--- src/rtl/add_pipe.sv ---
// add_pipe: pipelined ripple-chunk adder/subtractor, one CHUNK-bit carry chain per stage.
// Define ADD_OVF_EN to add the registered signed-overflow output ovf.
module add_pipe #(
   parameter int WIDTH = 16,
   parameter int CHUNK = 4
) (
   input  logic             clk,
   input  logic             rst,
   input  logic             in_valid,
   output logic             in_ready,
   input  logic [WIDTH-1:0] A,
   input  logic [WIDTH-1:0] B,
   input  logic             Cin,
   input  logic             sub,
   output logic [WIDTH-1:0] Y,
   output logic             Cout,
   output logic             out_valid,
   input  logic             out_ready
`ifdef ADD_OVF_EN
   ,
   output logic             ovf
`endif
);
   localparam int STAGES = WIDTH / CHUNK;

   if (CHUNK < 1 || WIDTH % CHUNK != 0) begin : g_param_check
      $error("add_pipe: WIDTH must be a positive multiple of CHUNK");
   end

   logic             w_adv;
   logic [WIDTH-1:0] w_bx;

   assign w_bx = sub ? ~B : B;

   // Stage k adds chunk k; r_lo holds the finished low chunks, g_pend the operand bits still to add.
   for (genvar k = 0; k < STAGES; k++) begin : g_stage
      localparam int DONE_W = (k + 1) * CHUNK;
      localparam int PEND_W = WIDTH - DONE_W;

      logic [CHUNK-1:0]  w_ca;
      logic [CHUNK-1:0]  w_cb;
      logic              w_ci;
      logic              w_vi;
      logic [CHUNK:0]    w_add;
      logic [DONE_W-1:0] w_lo_nx;
      logic [DONE_W-1:0] r_lo;
      logic              r_c;
      logic              r_v;

      if (k == 0) begin : g_src
         assign w_ca    = A[CHUNK-1:0];
         assign w_cb    = w_bx[CHUNK-1:0];
         assign w_ci    = Cin;
         assign w_vi    = in_valid;
         assign w_lo_nx = w_add[CHUNK-1:0];
      end else begin : g_src
         assign w_ca    = g_stage[k-1].g_pend.r_ah[CHUNK-1:0];
         assign w_cb    = g_stage[k-1].g_pend.r_bh[CHUNK-1:0];
         assign w_ci    = g_stage[k-1].r_c;
         assign w_vi    = g_stage[k-1].r_v;
         assign w_lo_nx = {w_add[CHUNK-1:0], g_stage[k-1].r_lo};
      end

      assign w_add = {1'b0, w_ca} + {1'b0, w_cb} + {{CHUNK{1'b0}}, w_ci};

      always_ff @(posedge clk) begin
         if (rst) begin
            r_v  <= 1'b0;
            r_c  <= 1'b0;
            r_lo <= '0;
         end else if (w_adv) begin
            r_v  <= w_vi;
            r_c  <= w_add[CHUNK];
            r_lo <= w_lo_nx;
         end
      end

      if (PEND_W > 0) begin : g_pend
         logic [PEND_W-1:0] w_ah_nx;
         logic [PEND_W-1:0] w_bh_nx;
         logic [PEND_W-1:0] r_ah;
         logic [PEND_W-1:0] r_bh;

         if (k == 0) begin : g_nx
            assign w_ah_nx = A[WIDTH-1:CHUNK];
            assign w_bh_nx = w_bx[WIDTH-1:CHUNK];
         end else begin : g_nx
            assign w_ah_nx = g_stage[k-1].g_pend.r_ah[PEND_W+CHUNK-1:CHUNK];
            assign w_bh_nx = g_stage[k-1].g_pend.r_bh[PEND_W+CHUNK-1:CHUNK];
         end

         always_ff @(posedge clk) begin
            if (rst) begin
               r_ah <= '0;
               r_bh <= '0;
            end else if (w_adv) begin
               r_ah <= w_ah_nx;
               r_bh <= w_bh_nx;
            end
         end
      end
   end

   assign Y         = g_stage[STAGES-1].r_lo;
   assign Cout      = g_stage[STAGES-1].r_c;
   assign out_valid = g_stage[STAGES-1].r_v;
   assign in_ready  = !out_valid || out_ready;
   assign w_adv     = in_ready;

`ifdef ADD_OVF_EN
   // Operand sign bits are the MSBs of the top chunk, consumed by the last stage.
   logic w_sa;
   logic w_sb;
   logic w_sy;
   logic r_ovf;

   assign w_sa = g_stage[STAGES-1].w_ca[CHUNK-1];
   assign w_sb = g_stage[STAGES-1].w_cb[CHUNK-1];
   assign w_sy = g_stage[STAGES-1].w_add[CHUNK-1];

   always_ff @(posedge clk) begin
      if (rst) begin
         r_ovf <= 1'b0;
      end else if (w_adv) begin
         r_ovf <= (w_sa == w_sb) && (w_sy != w_sa);
      end
   end

   assign ovf = r_ovf;
`endif

endmodule

--- config.mk ---
export PLATFORM = sky130hd
export DESIGN_NAME = add_pipe
export DESIGN_NICKNAME = d
export VERILOG_FILES = /design/src/rtl/add_pipe.sv
export SDC_FILE = /design/constraint.sdc
export NUM_CORES = 1
export LEC_CHECK = 0
export CAP_MARGIN = 10
export CORE_ASPECT_RATIO = 1.25
export CORE_MARGIN = 4
export CORE_UTILIZATION = 50
export DETAILED_ROUTE_END_ITERATION = 8
export PLACE_DENSITY = 0.72
export RECOVER_POWER = 25
export SLEW_MARGIN = 20
export SYNTH_ARGS = -nofsm -noshare
export SYNTH_HDL_FRONTEND = slang
export SYNTH_SLANG_ARGS = --single-unit
--- constraint.sdc ---
create_clock -name clk -period 3 [get_ports clk]
set_input_delay 0.9 -clock clk [delete_from_list [all_inputs] [get_ports clk]]
set_output_delay 0.9 -clock clk [all_outputs]
set_load 0.005 [all_outputs]
[Word level (Yosys, flattened, before mapping)]
Cells that the tools add are included.
Storage, ports and cells
  bits in registers: 96
  input bits: 38
  word-level logic and storage cells: 30
Cells by class
  add/subtract/negate cells: 8
  mux-type cells: 1
  bitwise operators: 1
  reduce and logical (&&, ||, !) cells: 2
Operators with widths (number)
  $add 4x4->5: 4
  $add 5x1->5: 4
  $mux 16: 1
  $not 16->16: 1
  $logic_not 1->1: 1
  $logic_or 1x1->1: 1

[Longest topological paths before layout]
Gate-level depths: netlist (run 1).
  depth after elaboration: 4
  gate-level depth with buffers: 9
  depth with buffers taken out: 7

[Worst setup path after synthesis (run 1)]
Ideal clock, no wire load.
  kind: in2reg
  start point: in sub
  end point: reg g_stage[0].r_c
  arrival: 2.494 ns
  required time: 2.875 ns
  setup slack: 0.381 ns
  cell stages on the path: 9
  cell sequence: buf_4 buf_4 xnor2_1 fa_1 inv_1 fa_1 a21o_1 a211oi_1 a211oi_1
Between the ends
  longest elaborated chain between the ends: 3
Ends and longest elaborated chain
  from (decl): line 14  | input logic sub,
  $mux 16: line 33  | assign w_bx = sub ? ~B : B;
  $add 4x4->5: line 64  | assign w_add = {1'b0, w_ca} + {1'b0, w_cb} + {{CHUNK{1'b0}}, w_ci};
  $add 5x1->5: line 64
  to (signal assigned): line 73  | r_c <= w_add[CHUNK];
  to (decl): line 47  | logic r_c;
Every way passes these cells.
A chain may end at the register's enable or synchronous reset.

[Worst setup path after layout (run 1)]
  start point: in out_ready
  end point: out in_ready
Between the ends
  longest elaborated chain between the ends: 1
Ends and longest elaborated chain
  from (decl): line 18  | input logic out_ready
  $logic_or 1x1->1: line 107  | assign in_ready = !out_valid || out_ready;
  to (decl): line 10  | output logic in_ready,
Every way passes these cells.

==> results.toml, run 1 <==
[synthesis]
syn_area_um2 = 4110
avgSynthCellArea_um2 = 8.690
yosys.area.top_type_share_pct = 46.76
synth_nets = 531
ys.warnings.count = 0
ys_ff_latch = 96
ys_seq_area_share_pct = 46.76
synthTopCellsByArea = "dfxtp_1 47%, nand2_1 13%, a21oi_1 8.9%, a211oi_2 4.6%, fa_1 3.9%"
synth_cell_type_count = 28
postSynthCellCount = 473
synth_top_area_cell = "dfxtp_1"

[worst_setup_path]
critPathKind = "in2out"
critPathLaunch = "out_ready"
r2r-start = "out_valid"
cp-endpoint = "in_ready"
reg2regPathDepth = 5
worstSetupEndpointType = "output port"
cp_max_fo = 2
worst_r2r_endpoint = "g_stage[1].r_lo[1]"
cp.arrival_ps = 2020
cp.required_ps = 2100
startpoint_type = "primary input"
rrSetupSlack_ps = 1070

[job]
maxCapViolCount = 0

[sta]
fin_crit_ps = 2917
tightestPinTransition_ps = 1148
min_period_over_period_pct = 97.25
fin_setup_tns_ps = 0
fmax_mhz = 342.8
slew_viol_final = 0
rsz0062_at_grt = "false"
maxSlewHeadroom_pct = 23.45
clock_skew_ps = 7.845
setup_viol = 0
final_hold_viol_count = 0

[cells_and_area]
final_nets = 570
areaGrowthSynthToFinish_pct = 18.17
antennaDiodeCount = 0
drive_above_1_share_pct = 6.770
regArea_um2 = 1922
multiInputGateArea_um2 = 1929
nFillCells = 705
final_cell_count_no_fill = 612
fin_area_um2 = 4857

[clock_tree]
h-tree-depth = 3
cts_buffer_depth = 2
ctsRootBufferMaster = "clkbuf_8"
post_cts_buffers = 0
clk_pin_slew_ps = 90
clk_latency_ps = 350
cts_tree = "done"
cts_buffers = 9
cts_num_sinks = 96
postCtsHoldBufs = 0
cts_resized = 0

[power]
p_leak_nw = 1.908
powerDensity_nw_per_um2 = 555.4
peakVddDrop_v = 0.0003110

[die]
io_pins = 57
die_y_um = 109.4
start_util_pct = 52.14
fp.coreArea_um2 = 7883
rows = 36
die_area_um2 = 9744
chipWidth_um = 89.10

[global_route]
grt_pass1_vias = 2889
antenna_found_initial = 0
grt-ovfl-total = 0
grt_start_max_net_pins = 108
grt_first_pass_wirelength_mm = 12.96
grt_usage_pct = 16.98

[route]
vias_per_cell = 5.087
vias = 3113
wirelength_mm = 7.912
drt.antenna.violating_nets = 0
wl_per_cell_um = 12.93
firstDrtPassIters = 4
drc = 0
drt_iter0_drc = 168

[run_status]
status = "complete, no violations"

[hold_path]
holdCritPathClass = "reg2reg"

[placed_design]
placedCellCount = 596
dpl_cell_area_um2 = 4648
dpl.hpwl_mm = 5.260
gp_congestion = 0.7929
port_buffers = 56
## worst min-delay path by stage
stage / from / endpoint / slack [ps] / cells past startpoint
3_5_place_dp: g_stage[0].g_pend.r_bh[5] / g_stage[1].g_pend.r_bh[1] / 440 / 2
2_1_floorplan: g_stage[0].g_pend.r_ah[0] / g_stage[0].g_pend.r_ah[0] / 430 / 2
3_3_place_gp: Y[12] / Y[12] / 440 / 2
6_report: g_stage[0].g_pend.r_bh[5] / g_stage[1].g_pend.r_bh[1] / 450 / 2
4_1_cts: g_stage[0].g_pend.r_bh[5] / g_stage[1].g_pend.r_bh[1] / 450 / 2
5_1_grt: g_stage[2].r_lo[0] / g_stage[2].r_lo[0] / 470 / 2
## power breakdown
part | internal [W] | leakage [nW] | switching (W)
Combinational | 0.000159 | 1.01 | 0.000146
Clock | 0.000555 | 0.110 | 0.000437
Sequential | 0.00136 | 0.789 | 0.0000433
## synthesized netlist by cell type (all sizes together)
cell type and instances:
a2111o 4, a211oi 23, a21o 3, a21oi 73
buf 23, clkbuf 11, dfxtp 96, fa 8
ha 12, inv 12, nand2 140, nand2b 1
nand3 2, nand3b 8, nand4 1, nor2 25
nor2b 4, nor3 1, o211ai 3, o21ai 2
or3 1, xnor2 15, xor2 5
## cells by family after synthesis
kind of cell | share of synthesized area, %
flip-flops | 46.76
XOR/XNOR | 4.262
AO/OA/AOI/OAI | 17.35
buffers and inverters | 5.936
AND/OR/NAND/NOR | 18.14
adder cells (fa/ha/maj) | 7.549
## final cells by class
class | count | share of cell area (%)
clock buffer | 11 | 2.705
clock inverter | 5 | 2.164
inverter | 12 | 0.9789
multi-input combinational | 331 | 39.72
sequential | 96 | 39.57
tap | 95 | 2.447
timing repair buffer | 62 | 12.42
## state kept, by name, indices dropped and copies added, names as in the netlist
name / flops
Cout: 1
Y: 16
g_stage.g_pend.r_ah: 24
g_stage.g_pend.r_bh: 24
g_stage.r_c: 3
g_stage.r_lo: 24
g_stage.r_v: 3
out_valid: 1
## metrics by stage
| step | power, W | hold WS [ps] | setup WS (ps) | utilization (%) |
|---|---|---|---|---|
| after floorplan | 0.001626 | 431.9 | 381.3 | - |
| after global placement | 0.001735 | 437.3 | 46.02 | 58.97 |
| after detailed placement | 0.001746 | 444.7 | 54.25 | 58.97 |
| after CTS | 0.002718 | 454.6 | 48.38 | 61.97 |
| after global routing | 0.002806 | 472.3 | 50.58 | 61.62 |
| final | 0.002698 | 449.3 | 82.61 | 61.62 |
## layer usage
metal	global-route usage, %	up-vias	wire (µm)
met5	0	-	0
met4	4.894	0	74
met3	4.048	7	281
met2	29.24	44	4051
met1	20.95	1431	3503
li1	-	1631	-
## critical path: stages
cell and delay, ps:
clkdlybuf4s50_1 500, nor2b_4 60, inv_4 60, clkdlybuf4s50_1 490
## placed cells by master (no fill, tap or decap), drive strengths merged
| cell | instances |
|---|---|
| a21oi | 73 |
| clkbuf | 12 |
| ha | 12 |
| nor2b | 4 |
| o211ai | 3 |
| nand3 | 2 |
| o21ai | 2 |
| dfxtp | 96 |
| a2111o | 4 |
| fa | 8 |
| xor2 | 5 |
| nor3 | 1 |
| clkinvlp | 2 |
| nor2 | 25 |
| clkdlybuf4s50 | 42 |
| or3 | 1 |
| bufinv | 3 |
| nand2 | 140 |
| dlygate4sd3 | 13 |
| nand3b | 8 |
| a21o | 3 |
| xnor2 | 15 |
| nand2b | 1 |
| inv | 12 |
| nand4 | 1 |
| a211oi | 23 |
| buf | 6 |
No activity file was read; power rests on OpenSTA's default activity.
==> run 2: changes to the inputs <==
--- a/config.mk
+++ b/config.mk
@@ -12,6 +12,7 @@
 export DETAILED_ROUTE_END_ITERATION = 8
 export PLACE_DENSITY = 0.72
 export RECOVER_POWER = 25
+export REMOVE_ABC_BUFFERS = 1
 export SLEW_MARGIN = 20
 export SYNTH_ARGS = -nofsm -noshare
 export SYNTH_HDL_FRONTEND = slang
==> run 2 against run 1 <==
  * Largest power group unchanged
  * Register-to-register slack hardly changed
  * Hold slack better by 0.50 ps
  * Die area stayed put
==> results.toml, run 2 (synthesized netlist as in run 1, its figures left out) <==
[global_route]
grt-ovfl-total = 0
grt_pass1_vias = 3019
grt_usage_pct = 16.63
grt_first_pass_wirelength_mm = 12.90
grt_start_max_net_pins = 108
antenna_found_initial = 0

[sta]
clock_skew_ps = 8.483
tightestPinTransition_ps = 1195
maxSlewHeadroom_pct = 20.35
setup_viol = 0
final_hold_viol_count = 0
fmax_mhz = 344.9
rsz0062_at_grt = "false"
setup_slack_ps = 100.7
fin_crit_ps = 2899
fin_setup_tns_ps = 0
min_period_over_period_pct = 96.64
slew_viol_final = 0

[cells_and_area]
regArea_um2 = 1922
drive_above_1_share_pct = 7.722
final_nets = 571
antennaDiodeCount = 0
reg.largest.list = "g_stage.g_pend.r_ah: 24 flops, g_stage.g_pend.r_bh: 24 flops, g_stage.r_lo: 24 flops"
layout_commonest_cell = "nand2_1"
final_cell_count_no_fill = 613
multiInputGateArea_um2 = 1939
final_cell_mix = "140 x nand2_1, 96 x dfxtp_1, 73 x a21oi_1, 37 x clkdlybuf4s50_1, 25 x nor2_1"
fin_area_um2 = 4845
areaGrowthSynthToFinish_pct = 17.87
nFillCells = 695

[clock_tree]
postCtsHoldBufs = 0
ctsRootBufferMaster = "clkbuf_8"
clk_pin_slew_ps = 80
h-tree-depth = 3
clk_latency_ps = 350
cts_resized = 0
post_cts_buffers = 0
cts_buffers = 9
cts_num_sinks = 96
cts_buffer_depth = 2
cts_tree = "done"

[placed_design]
port_buffers = 56
placedCellCount = 597
gp_congestion = 0.7678
dpl_cell_area_um2 = 4643
dpl.hpwl_mm = 4.800
pre_cts_ws_ps = 93.08

[worst_setup_path]
rrSetupSlack_ps = 1080
reg2regPathDepth = 5
cp.required_ps = 2100
cp_max_fo = 2
cp.arrival_ps = 2000
startpoint_type = "primary input"
worstSetupEndpointType = "output port"
worst_r2r_endpoint = "g_stage[1].r_lo[5]"
critPathKind = "in2out"
r2r-start = "out_valid"

[die]
io_pins = 57
rows = 36
start_util_pct = 52.14
die_area_um2 = 9744
fp.coreArea_um2 = 7883
chipWidth_um = 89.10
die_y_um = 109.4

[job]
maxCapViolCount = 0

[power]
power.total_w = 0.002556
powerDensity_nw_per_um2 = 527.6
peakVddDrop_v = 0.0003232
p_leak_nw = 1.923

[run_status]
status = "complete, no violations"

[hold_path]
hold_depth = 2
hold_end = "Y[9]"
holdCritPathClass = "reg2reg"
min-delay-start = "Y[9]"

[route]
vias_per_cell = 5.168
wirelength_mm = 7.494
drt_iter0_drc = 117
vias = 3168
firstDrtPassIters = 4
wl_per_cell_um = 12.23
drt.antenna.violating_nets = 0
drc = 0
==> run 2: changes by cell type in the layout (fill, tap and decap cells not counted), sizes merged <==
| cell | before | now |
|---|---|---|
| bufinv | 3 | 1 |
| clkinv | 0 | 2 |
| clkdlybuf4s50 | 42 | 37 |
| dlygate4sd3 | 13 | 18 |
| clkbuf | 12 | 13 |
==> run 2: final cells by class <==
class / count / share of cell area (%)
Sequential cell: 96 / 39.67
Clock buffer: 11 / 3.125
Tap cell: 95 / 2.454
Timing Repair Buffer: 63 / 12.60
Multi-Input combinational cell: 331 / 40.03
Inverter: 12 / 0.9814
Clock inverter: 5 / 1.136
==> run 2: per-layer routing <==
layer | vias to the layer above | global-route usage, % | share of wire [%]
met5 | - | 0 | 0
met4 | 0 | 7.340 | 2.1
met3 | 12 | 2.249 | 3.0
met2 | 40 | 29.72 | 49
met1 | 1488 | 19.47 | 45
li1 | 1628 | - | -
==> run 2: how the worst max path moves through the flow <==
stage / from / to / slack, ps / cells past startpoint
floorplan: out_ready / in_ready / -400 / 2
global placement: out_ready / in_ready / 90 / 4
detailed placement: out_ready / in_ready / 90 / 4
CTS: out_ready / in_ready / 90 / 4
global route: out_ready / in_ready / 60 / 4
finish: out_ready / in_ready / 100 / 4
==> run 2: report_power, final <==
part           switching, W  internal, W  total, W
Combinational      0.000143     0.000161  0.000305
Sequential        0.0000403      0.00136   0.00140
Clock              0.000426     0.000428  0.000853
==> run 2: worst max-delay path, stage by stage <==
cell and delay [ps]:
clkdlybuf4s50_1 500, nor2b_4 60, inv_4 40, clkdlybuf4s50_1 480
==> run 2: through the flow <==
| step | util (%) | hold slack [ps] |
|---|---|---|
| finish | 61.46 | 449.8 |
| floorplan | - | 425.8 |
| global route | 61.46 | 467.1 |
| detailed placement | 58.90 | 443.2 |
| global placement | 58.90 | 437.6 |
| CTS | 61.52 | 455.0 |
